==> src/rtl/spn_pkg.sv <==
// spn_pkg: shared types for the SPN command sequencer.
// Opcode/status/state enums, the queued command record and default widths.
package spn_pkg;

   localparam int DW_DEF = 16;
   localparam int KW_DEF = 32;

   typedef enum logic [1:0] {
      OP_NOP   = 2'b00,
      OP_ENC   = 2'b01,
      OP_DEC   = 2'b10,
      OP_UNDEF = 2'b11
   } spn_op_e;

   typedef enum logic [1:0] {
      ST_NONE   = 2'b00,
      ST_ENC_OK = 2'b01,
      ST_DEC_OK = 2'b10,
      ST_ERROR  = 2'b11
   } spn_status_e;

   typedef enum logic [1:0] {
      S_IDLE  = 2'b00,
      S_ISSUE = 2'b01,
      S_WAIT  = 2'b10,
      S_RESP  = 2'b11
   } spn_state_e;

   // Command record at the default widths; the sequencer declares the same
   // layout at its own DW/KW and hands it to the FIFO as a type parameter.
   typedef struct packed {
      spn_op_e             opcode;
      logic [DW_DEF-1:0]   data;
      logic [KW_DEF-1:0]   key;
   } spn_cmd_t;

endpackage

==> src/rtl/spn_cmd_fifo.sv <==
// spn_cmd_fifo: synchronous FIFO of command records.
// DEPTH must be a power of two so the pointers wrap naturally.
// Push while full and pop while empty are ignored.
module spn_cmd_fifo
   import spn_pkg::*;
#(
   parameter int  DEPTH = 4,
   parameter type cmd_t = spn_cmd_t
) (
   input  logic                     clk,
   input  logic                     rst,
   input  logic                     push,
   input  cmd_t                     push_data,
   input  logic                     pop,
   output cmd_t                     head,
   output logic [$clog2(DEPTH):0]   count,
   output logic                     full,
   output logic                     empty
);

   localparam int AW = $clog2(DEPTH);
   localparam int CW = AW + 1;

   logic [AW-1:0] wr_ptr_q, wr_ptr_d;
   logic [AW-1:0] rd_ptr_q, rd_ptr_d;
   logic [CW-1:0] count_q, count_d;
   cmd_t          mem_q [DEPTH];
   logic          do_push, do_pop;

   assign full    = (count_q == CW'(DEPTH));
   assign empty   = (count_q == '0);
   assign do_push = push && !full;
   assign do_pop  = pop && !empty;
   assign head    = mem_q[rd_ptr_q];
   assign count   = count_q;

   // Next pointer and occupancy; simultaneous push and pop keeps the count.
   always_comb begin
      // NOTE: every output of a combinational block gets a default first so no latch is inferred.
      wr_ptr_d = wr_ptr_q;
      rd_ptr_d = rd_ptr_q;
      count_d  = count_q;
      if (do_push) wr_ptr_d = wr_ptr_q + 1'b1;
      if (do_pop)  rd_ptr_d = rd_ptr_q + 1'b1;
      case ({do_push, do_pop})
         2'b10:   count_d = count_q + 1'b1;
         2'b01:   count_d = count_q - 1'b1;
         default: count_d = count_q;
      endcase
   end

   // Pointer and count registers.
   always_ff @(posedge clk) begin
      // NOTE: sequential state uses non-blocking assignments so all flops update together.
      if (rst) begin
         wr_ptr_q <= '0;
         rd_ptr_q <= '0;
         count_q  <= '0;
      end else begin
         wr_ptr_q <= wr_ptr_d;
         rd_ptr_q <= rd_ptr_d;
         count_q  <= count_d;
      end
   end

   // Entry storage.
   always_ff @(posedge clk) begin
      // NOTE: storage is deliberately not reset; count_q alone decides which entries are valid.
      if (do_push) mem_q[wr_ptr_q] <= push_data;
   end

endmodule

==> src/rtl/spn_cmd_sequencer.sv <==
// spn_cmd_sequencer: queues host commands and issues them one at a time to
// an SPN core, then holds the core's result until the host takes it.
// Optional macro SPN_TIMEOUT_EN: abandons a core wait after TIMEOUT cycles
// and reports status 11 with zero data. Without it, WAIT has no limit.
module spn_cmd_sequencer
   import spn_pkg::*;
#(
   parameter int DW      = DW_DEF,
   parameter int KW      = KW_DEF,
   parameter int DEPTH   = 4,
   parameter int TIMEOUT = 15
) (
   input  logic                     clk,
   input  logic                     rst,
   input  logic                     cmd_valid,
   output logic                     cmd_ready,
   input  logic [1:0]               cmd_opcode,
   input  logic [DW-1:0]            cmd_data,
   input  logic [KW-1:0]            cmd_key,
   output logic [1:0]               core_opcode,
   output logic [DW-1:0]            core_data_in,
   output logic [KW-1:0]            core_key,
   input  logic [DW-1:0]            core_data_out,
   input  logic [1:0]               core_valid,
   output logic                     rsp_valid,
   input  logic                     rsp_ready,
   output logic [DW-1:0]            rsp_data,
   output logic [1:0]               rsp_status,
   output logic [$clog2(DEPTH):0]   fifo_count
);

   // Same layout as spn_cmd_t, sized to this instance's DW/KW.
   typedef struct packed {
      spn_op_e         opcode;
      logic [DW-1:0]   data;
      logic [KW-1:0]   key;
   } seq_cmd_t;

   spn_state_e    state_q, state_d;
   spn_op_e       core_opcode_q, core_opcode_d;
   logic [DW-1:0] core_data_in_q, core_data_in_d;
   logic [KW-1:0] core_key_q, core_key_d;
   logic          rsp_valid_q, rsp_valid_d;
   logic [DW-1:0] rsp_data_q, rsp_data_d;
   spn_status_e   rsp_status_q, rsp_status_d;

   seq_cmd_t      push_cmd, fifo_head;
   logic          fifo_push, fifo_pop, fifo_full, fifo_empty;

`ifdef SPN_TIMEOUT_EN
   localparam int TW = $clog2(TIMEOUT + 1);
   logic [TW-1:0] tmo_q, tmo_d;
`endif

   // Nops are handshaken like any command but never stored.
   assign cmd_ready        = !fifo_full;
   assign fifo_push        = cmd_valid && cmd_ready && (cmd_opcode != 2'b00);
   assign push_cmd.opcode  = spn_op_e'(cmd_opcode);
   assign push_cmd.data    = cmd_data;
   assign push_cmd.key     = cmd_key;

   spn_cmd_fifo #(
      .DEPTH (DEPTH),
      .cmd_t (seq_cmd_t)
   ) u_fifo (
      .clk       (clk),
      .rst       (rst),
      .push      (fifo_push),
      .push_data (push_cmd),
      .pop       (fifo_pop),
      .head      (fifo_head),
      .count     (fifo_count),
      .full      (fifo_full),
      .empty     (fifo_empty)
   );

   assign core_opcode  = core_opcode_q;
   assign core_data_in = core_data_in_q;
   assign core_key     = core_key_q;
   assign rsp_valid    = rsp_valid_q;
   assign rsp_data     = rsp_data_q;
   assign rsp_status   = rsp_status_q;

   // Next-state and output logic of the issue/wait/respond sequence.
   always_comb begin
      state_d        = state_q;
      core_opcode_d  = core_opcode_q;
      core_data_in_d = core_data_in_q;
      core_key_d     = core_key_q;
      rsp_valid_d    = rsp_valid_q;
      rsp_data_d     = rsp_data_q;
      rsp_status_d   = rsp_status_q;
      fifo_pop       = 1'b0;
`ifdef SPN_TIMEOUT_EN
      tmo_d          = tmo_q;
`endif
      case (state_q)
         S_IDLE: begin
            core_opcode_d = OP_NOP;
            if (!fifo_empty) begin
               fifo_pop       = 1'b1;
               core_opcode_d  = fifo_head.opcode;
               core_data_in_d = fifo_head.data;
               core_key_d     = fifo_head.key;
               state_d        = S_ISSUE;
            end
         end
         S_ISSUE: begin
            // Opcode is a one-cycle strobe; data and key stay on the bus.
            core_opcode_d = OP_NOP;
`ifdef SPN_TIMEOUT_EN
            tmo_d         = '0;
`endif
            if (core_valid != 2'b00) begin
               rsp_valid_d  = 1'b1;
               rsp_data_d   = core_data_out;
               rsp_status_d = spn_status_e'(core_valid);
               state_d      = S_RESP;
            end else begin
               state_d      = S_WAIT;
            end
         end
         S_WAIT: begin
            if (core_valid != 2'b00) begin
               rsp_valid_d  = 1'b1;
               rsp_data_d   = core_data_out;
               rsp_status_d = spn_status_e'(core_valid);
               state_d      = S_RESP;
            end else begin
`ifdef SPN_TIMEOUT_EN
               if (tmo_q == TW'(TIMEOUT - 1)) begin
                  rsp_valid_d  = 1'b1;
                  rsp_data_d   = '0;
                  rsp_status_d = ST_ERROR;
                  state_d      = S_RESP;
               end else begin
                  tmo_d        = tmo_q + 1'b1;
               end
`else
               // No limit: keep waiting for the core.
               state_d = S_WAIT;
`endif
            end
         end
         S_RESP: begin
            if (rsp_ready) begin
               rsp_valid_d = 1'b0;
               state_d     = S_IDLE;
            end
         end
         default: state_d = S_IDLE;
      endcase
   end

   // State, core-side and response registers.
   always_ff @(posedge clk) begin
      if (rst) begin
         state_q        <= S_IDLE;
         core_opcode_q  <= OP_NOP;
         core_data_in_q <= '0;
         core_key_q     <= '0;
         rsp_valid_q    <= 1'b0;
         rsp_data_q     <= '0;
         rsp_status_q   <= ST_NONE;
      end else begin
         state_q        <= state_d;
         core_opcode_q  <= core_opcode_d;
         core_data_in_q <= core_data_in_d;
         core_key_q     <= core_key_d;
         rsp_valid_q    <= rsp_valid_d;
         rsp_data_q     <= rsp_data_d;
         rsp_status_q   <= rsp_status_d;
      end
   end

`ifdef SPN_TIMEOUT_EN
   // Wait-cycle counter for the core response limit.
   always_ff @(posedge clk) begin
      if (rst) tmo_q <= '0;
      else     tmo_q <= tmo_d;
   end
`endif

endmodule

==> config.mk <==
export PLATFORM = sky130hd
export DESIGN_NAME = spn_cmd_sequencer
export DESIGN_NICKNAME = d
export VERILOG_FILES = /design/src/rtl/spn_pkg.sv /design/src/rtl/spn_cmd_fifo.sv /design/src/rtl/spn_cmd_sequencer.sv
export SDC_FILE = /design/constraint.sdc
export NUM_CORES = 1
export LEC_CHECK = 0
export CAP_MARGIN = 20
export CORE_MARGIN = 2
export CORE_UTILIZATION = 35
export CTS_CLUSTER_DIAMETER = 120
export DETAILED_ROUTE_END_ITERATION = 8
export PLACE_DENSITY_LB_ADDON = 0.2
export RECOVER_POWER = 50
export SLEW_MARGIN = 10
export SYNTH_ARGS = -nofsm -noshare
export SYNTH_HDL_FRONTEND = slang
export SYNTH_SLANG_ARGS = --single-unit
==> constraint.sdc <==
create_clock -name clk -period 2.61 [get_ports clk]
set_input_delay 0.522 -clock clk [delete_from_list [all_inputs] [get_ports clk]]
set_output_delay 0.522 -clock clk [all_outputs]
set_load 0.005 [all_outputs]
# After elaboration in Yosys (flattened, before gate mapping)
# Memory sizes are Yosys's and may differ from the RTL's. A register that Yosys moved wholly into a read port is not among the register bits.
# Index checks and enable logic that the tools add are counted.
word_totals:
  romBits: 0
  out_inout_bits: 73
  latchBits: 0
  ramBits: 200
  input_bits: 72
  mem_count: 1
  reg_bits: 78
  word_cells: 59
memory_table:
  columns: ["memory", "depth", "width", "rd", "rd_clocked_by_memory_dff", "write_ports", "line_no", "source"]
  rows:
  - ["u_fifo.mem_q", 4, 50, 1, 1, 1, "spn_cmd_fifo.sv:27", "cmd_t mem_q [DEPTH];"]
classes:
  div_mod_pow: 0
  shift: 0
  n_eq_ne: 9
  n_reduce_logical: 18
  muxes: 16
  n_mul: 0
  addsub: 4
  bitwise_logic: 1
  n_lt_le_gt_ge: 0
ops:
  columns: ["operator", "count"]
  rows:
  - ["2-to-1 mux 2 bit", 5]
  - ["nonzero test 2 bit", 5]
  - ["2-to-1 mux 1 bit", 7]
  - ["== test 2 bit, second input constant", 3]
  - ["one-hot mux 2 bit (3 select lines)", 1]
  - ["one-hot mux 3 bit (2 select lines)", 1]
  - ["AND reduction 2 bit", 3]
  - ["adder 2 x 1 -> 2 bit, second input constant", 2]
  - ["== test 2 x 1 -> 1 bit, second input constant", 2]
  - ["logical AND 1 bit", 4]
  - ["inequality test 2 bit, second input constant", 2]
  - ["one-hot mux 2 bit (2 select lines)", 1]
  - ["adder 3 x 1 -> 3 bit, second input constant", 1]
  - ["== test 3 bit, second input constant", 1]
  - ["zero test 3 bit", 1]
  - ["AND reduction 3 bit", 1]
  - ["subtractor 3 x 1 -> 3 bit, second input constant", 1]
  - ["zero test 1 bit", 2]
  - ["zero test 2 bit", 1]
  - ["inequality test 2 x 1 -> 1 bit, second input constant", 1]
  - ["one-hot mux 1 bit (2 select lines)", 1]
  - ["OR reduction 2 bit", 1]
  - ["inverter 1 bit", 1]

# Depth between registers and ports, before layout
logic_depth:
  ltp_word: 7
  depth_mapped: 9

# By module
# Synthesis repeated with hierarchy kept, for this count alone.
unflattened:
  hier_cells: 637
  area_unflattened_um2: 10376.2
by_module_without_submodules:
  columns: ["mod", "n_inst", "seq_area_each_um2", "area_each_um2", "cells_each"]
  rows:
  - ["spn_cmd_fifo", 1, 6185.9, 7759.9, 316]
  - ["spn_cmd_sequencer", 1, 1421.4, 2616.3, 321]

# Least setup slack after synthesis
# OpenSTA, ideal clock, no wires.
synth_timing:
  path_type: "input port to flip-flop"
  from: "in cmd_opcode[1]"
  to: "mem u_fifo.mem_q[0][0] in the netlist's numbering, enable pin"
  slack_ps: 240
  t_arrival_ps: 1957
  stages: 2
  setup_ps: 413
  n_path_buf: 0
  path_cell_list: "o21a_1 and3_1"
synth_via:
  elab_chain_len: 5
synth_rtl:
  columns: ["item", "line_no", "source"]
  rows:
  - ["start: declaration", "spn_cmd_sequencer.sv:17", "input logic [1:0] cmd_opcode,"]
  - ["nonzero test 2 bit", "spn_cmd_sequencer.sv:57", "assign fifo_push = cmd_valid && cmd_ready && (cmd_opcode != 2'b00);"]
  - ["logical AND 1 bit", "spn_cmd_sequencer.sv:57", null]
  - ["logical AND 1 bit", "spn_cmd_fifo.sv:32", "assign do_push = push && !full;"]
  - ["2-to-1 mux 1 bit", "spn_cmd_fifo.sv:69", "if (do_push) mem_q[wr_ptr_q] <= push_data;"]
  - ["2-to-1 mux 1 bit (implied by the code)", "spn_cmd_fifo.sv:69", null]
  - ["end: declaration", "spn_cmd_fifo.sv:27", null]
# No other way between the ends.

# Final worst setup path
layout_timing:
  from: "reg state_q[1]"
  to: "reg u_fifo.count_q[2], in the netlist u_fifo.count[2]"
layout_via:
  elab_chain_len: 5
layout_rtl:
  columns: ["item", "line_no", "source"]
  rows:
  - ["start: declaration", "spn_cmd_sequencer.sv:39", "spn_state_e state_q, state_d;"]
  - ["start signal: assignment", "spn_cmd_sequencer.sv:166", "state_q <= state_d;"]
  - ["zero test 2 bit *", "spn_cmd_sequencer.sv:97", "case (state_q)"]
  - ["2-to-1 mux 1 bit *", "spn_cmd_sequencer.sv:97", null]
  - ["named net fifo_pop", "spn_cmd_sequencer.sv:48", "logic fifo_push, fifo_pop, fifo_full, fifo_empty;"]
  - ["logical AND 1 bit *", "spn_cmd_fifo.sv:33", "assign do_pop = pop && !empty;"]
  - ["== test 2 x 1 -> 1 bit or == test 2 bit (tied branches)", "spn_cmd_fifo.sv:45", "case ({do_push, do_pop})"]
  - ["one-hot mux 3 bit (2 select lines) or nonzero test 2 bit (tied branches)", null, null]
  - ["end signal: assignment", "spn_cmd_fifo.sv:62", "count_q <= count_d;"]
  - ["end: declaration", "spn_cmd_fifo.sv:26", "logic [CW-1:0] count_q, count_d;"]
# The timed path passes the listed nets; every way through them passes the cells marked *.
# A chain may end at the register's enable or synchronous reset.

==> results.txt <==
Net switching is 25.8% of the power. The total grt overflow is 0. The worst slack at placement came out at -18.3 ps. After the last flow step, the layout net total stands at 776. The longest clock path from root to sink contains 3 buffers.

The final hold violation count came to 0. The largest clock skew in the final design is 10.0 ps. The async set-or-reset flop fraction in the synthesized netlist is 0%. The count of max-cap constraint violations came out at 0.

The period utilization is 92.1%. The first routing iteration left 334 violations. The area of combinational cells with multiple inputs is 2230 um2. In the global route stage, met2 resource usage came out at 22.6%. The floorplan step set the die width to 173 um. Among all flip-flop cells after synthesis, the most frequent one is sky130_fd_sc_hd__edfxtp_1. The post-synthesis sequential element count came out at 280.

The weighted congestion reported at the end of routability-driven placement is 0.698. The total via count after detailed routing came out at 5297. The share of layout cells above drive strength 1 is 15.9%. The peak-usage layer in the global routing report is met2.

The half-perimeter wire length of the detailed placement result is 11.7 mm. The number of buffer cells added on primary ports came out at 144. The fill cell total of the finished layout came out at 2412. The class of the tightest hold or removal check is flop to flop.

The tightest hold margin came out at 461 ps. The power consumption came out at 13.0 mW. The met1 track utilization from global routing came out at 17.3%. The number of sinks on the clock net came out at 280. Leaving out fill and tap cells, the most frequent cells in the layout are 200 x sky130_fd_sc_hd__edfxtp_1, 94 x sky130_fd_sc_hd__clkdlybuf4s50_1, 78 x sky130_fd_sc_hd__dfxtp_1, 50 x sky130_fd_sc_hd__mux4_2, 50 x sky130_fd_sc_hd__dlygate4sd3_1. The number of nets in the synthesized netlist is 615. The area of the core is 28000 um2.

The via count of the first global-routing pass is 5658. The portion of synthesized cell area occupied by the leading cell type is 60.0%. Along the worst hold path, the cell count comes to 2.

In this run the remaining antenna-violating nets after routing total 0. The total iterations of the first detailed-routing run came out at 4. The ratio of total power to cell area came out at 1010 nW/um2.

The internal power of the cells totals 9.63 mW. The number of I/O pins came out at 145. The number of flops mapped to enable cells by yosys came out at 200. The share of total power dissipated in the clock network is 31.2%. The max-slew violation total from the final report is 0.

The maximum net fanout on the critical path came out at 6. The CTS buffer count came out at 30. The total net switching power came out at 3.35 mW. The count of standard-cell rows came out at 61. The cell count after synthesis is 534. Yosys attributes the largest share of cell area to sky130_fd_sc_hd__edfxtp_1 60%, sky130_fd_sc_hd__dfxtp_1 16%, sky130_fd_sc_hd__mux4_2 11%, sky130_fd_sc_hd__a22o_1 4.2%, sky130_fd_sc_hd__nand2_1 1.5%. The met3 demand-to-capacity share in global routing is 3.91%. The required time of the critical path came out at 3080 ps. The count of unresolved DRC violations after routing is 0. The floorplan step defined a die boundary enclosing 30000 um2. The vertical die dimension came out at 173 um. In the final layout, flip-flops and latches occupy 7610 um2.

STA classifies the critical path startpoint as a flop. The part of the power in registers is 45.6%. The slew at the pin closest to its max-slew limit came out at 880 ps.

The total wire length after detailed routing came out at 20.2 mm. The effective utilization at floorplan is 35.8%. The final critical-path required period came out at 2400 ps.

TritonCTS built the clock tree. The worst setup path is captured at a flop. Dividing the detail-routed via count by the number of cells gives 4.81. Yosys mapped the design onto 32 distinct sky130hd cell types. The combinational share of power is 23.3%. The first global-routing pass estimated 32.0 mm of wire. The share of the yosys chip area belonging to registers is 76.0%. The clock slew seen by the registers of the worst setup and hold paths came out at 60 ps. The overall track demand over capacity in global routing came out at 13.5%. sky130_fd_sc_hd__edfxtp_1 takes more of the synthesized area than any other cell. After synthesis, the mean cell area works out to 18.8 um2. For the worst-skew pair, the clock arrives at the later sink with an insertion delay of 530 ps. The worst path meets setup with 207 ps of slack. The library cell used most frequently in the layout, excluding fill and tap cells, is sky130_fd_sc_hd__edfxtp_1. The initial antenna violation count is 5. Dividing the detail-routed wire length by the instance count gives 18.4 um. Setup repair after global routing left no endpoint under its margin.

The flow ran to the end, and the final reports show no timing, DRC or antenna violations. Based on the critical path, the design can be clocked at up to 0.416 GHz. The post-synthesis cell area came out at 10000 um2.

The maximum number of pins on one net before global-route repair came out at 51. The cell sitting at the root of the clock tree is a sky130_fd_sc_hd__clkbuf_16. In this run the number of H-tree levels came out at 1. The synthesis-to-finish area growth is 28.8%. For the worst flop-to-flop path, the logic depth is 9. The reported leakage power is 4.27 nW. The count of yosys warnings during synthesis is 0. Setup violations remaining at the end of the flow were counted as 0. The critical path arrival came out at 2870 ps. IR analysis of the VDD net gives a maximum drop of 467 uV. The setup path with the least slack is of type flop to flop. The remaining max-slew budget at the tightest pin is 41.3%.
-- routing by layer --
layer	routed length (um)	up-vias
met5	0	-
met4	336	0
met3	1270	26
met2	9910	144
met1	8720	2682
li1	-	2445
-- power by group through the flow --
stage | clock [mW] | combinational [mW] | sequential (mW)
global route | 4.35 | 3.31 | 6.00
finish | 4.04 | 3.02 | 5.92
detailed placement | 0 | 3.14 | 6.02
global placement | 0 | 3.09 | 5.98
floorplan | 0 | 1.70 | 5.89
CTS | 4.17 | 3.16 | 5.93
-- synth_stat cells (2+ instances only) --
master                     instances
sky130_fd_sc_hd__a21oi_1          25
sky130_fd_sc_hd__a22o_1           48
sky130_fd_sc_hd__and3_1            4
sky130_fd_sc_hd__buf_2             7
sky130_fd_sc_hd__buf_4             4
sky130_fd_sc_hd__buf_6             3
sky130_fd_sc_hd__clkbuf_1         13
sky130_fd_sc_hd__dfxtp_1          80
sky130_fd_sc_hd__edfxtp_1        200
sky130_fd_sc_hd__ha_1              8
sky130_fd_sc_hd__inv_1            10
sky130_fd_sc_hd__mux2i_1           2
sky130_fd_sc_hd__mux4_2           50
sky130_fd_sc_hd__nand2_1          40
sky130_fd_sc_hd__nand3_1           2
sky130_fd_sc_hd__nor2_1            9
sky130_fd_sc_hd__nor2b_1           3
sky130_fd_sc_hd__nor3_1            3
sky130_fd_sc_hd__o21a_1            2
sky130_fd_sc_hd__o21ai_0           6
sky130_fd_sc_hd__or3_1             2
sky130_fd_sc_hd__xor2_1            3
-- state kept, by name, indices dropped and copies added, names as in the netlist, named ones only --
name and cells:
rsp_valid 1, state_q 2, u_fifo.count 3, core_data_in 16, u_fifo.rd_ptr_q 2, u_fifo.mem_q 200, rsp_status 2, u_fifo.wr_ptr_q 2
core_key 32, rsp_data 16, core_opcode 2
-- kinds of logic after synthesis --
group | after synthesis | synth area share (%)
flops | 280 | 76.0
compound gates | 85 | 6.30
simple gates | 66 | 2.87
mux | 52 | 11.4
buf+inv | 38 | 1.89
fa+ha+maj | 9 | 1.20
xor+xnor | 4 | 0.350
-- worst paths after layout --
check,start,to,slack (ps)
max,state_q[1]$_SDFFE_PP0P_,u_fifo.count[2]$_SDFFE_PP0P_,210
min,rsp_data[9]$_SDFFE_PP0P_,rsp_data[9]$_SDFFE_PP0P_,460
min reg2reg,rsp_data[9]$_SDFFE_PP0P_,rsp_data[9]$_SDFFE_PP0P_,460
max reg2reg,state_q[1]$_SDFFE_PP0P_,u_fifo.count[2]$_SDFFE_PP0P_,210
-- cell type report --
class,count,area share (%)
Sequential cell,280,59.0
Multi-Input combinational cell,216,17.3
Timing Repair Buffer,157,12.2
Clock buffer,40,6.51
Tap cell,378,3.67
Clock inverter,16,0.979
Inverter,10,0.291
Antenna cell,5,0.0970
-- critical path: stages (launching register included) --
cell and delay, ps:
sky130_fd_sc_hd__dfxtp_1 330, sky130_fd_sc_hd__inv_1 80, sky130_fd_sc_hd__ha_1 250, sky130_fd_sc_hd__o31a_1 400, sky130_fd_sc_hd__ha_1 250, sky130_fd_sc_hd__inv_1 60, sky130_fd_sc_hd__fa_1 370, sky130_fd_sc_hd__xor2_1 160
sky130_fd_sc_hd__or3_1 300, sky130_fd_sc_hd__a21oi_1 140
-- timing repair --
item / 4_1_cts / 5_1_grt
hold buffers: 0 / 0
endpoints found under the setup margin: 1 / 0
buffers inserted: 0 / 0
resized for setup: 1 / 0
-- stage by stage --
stage | util, % | cell area (um2) | setup TNS [ps] | std cells
after global routing | 46.1 | 12900 | 0 | 1101
after CTS | 46.2 | 12900 | 0 | 1097
after detailed placement | 42.8 | 12000 | -18.3 | 1041
after global placement | 42.8 | 12000 | 0 | 1041
final | 46.1 | 12900 | 0 | 1102
after floorplan | - | 10000 | 0 | 534
(Power assumes the default switching activity.)
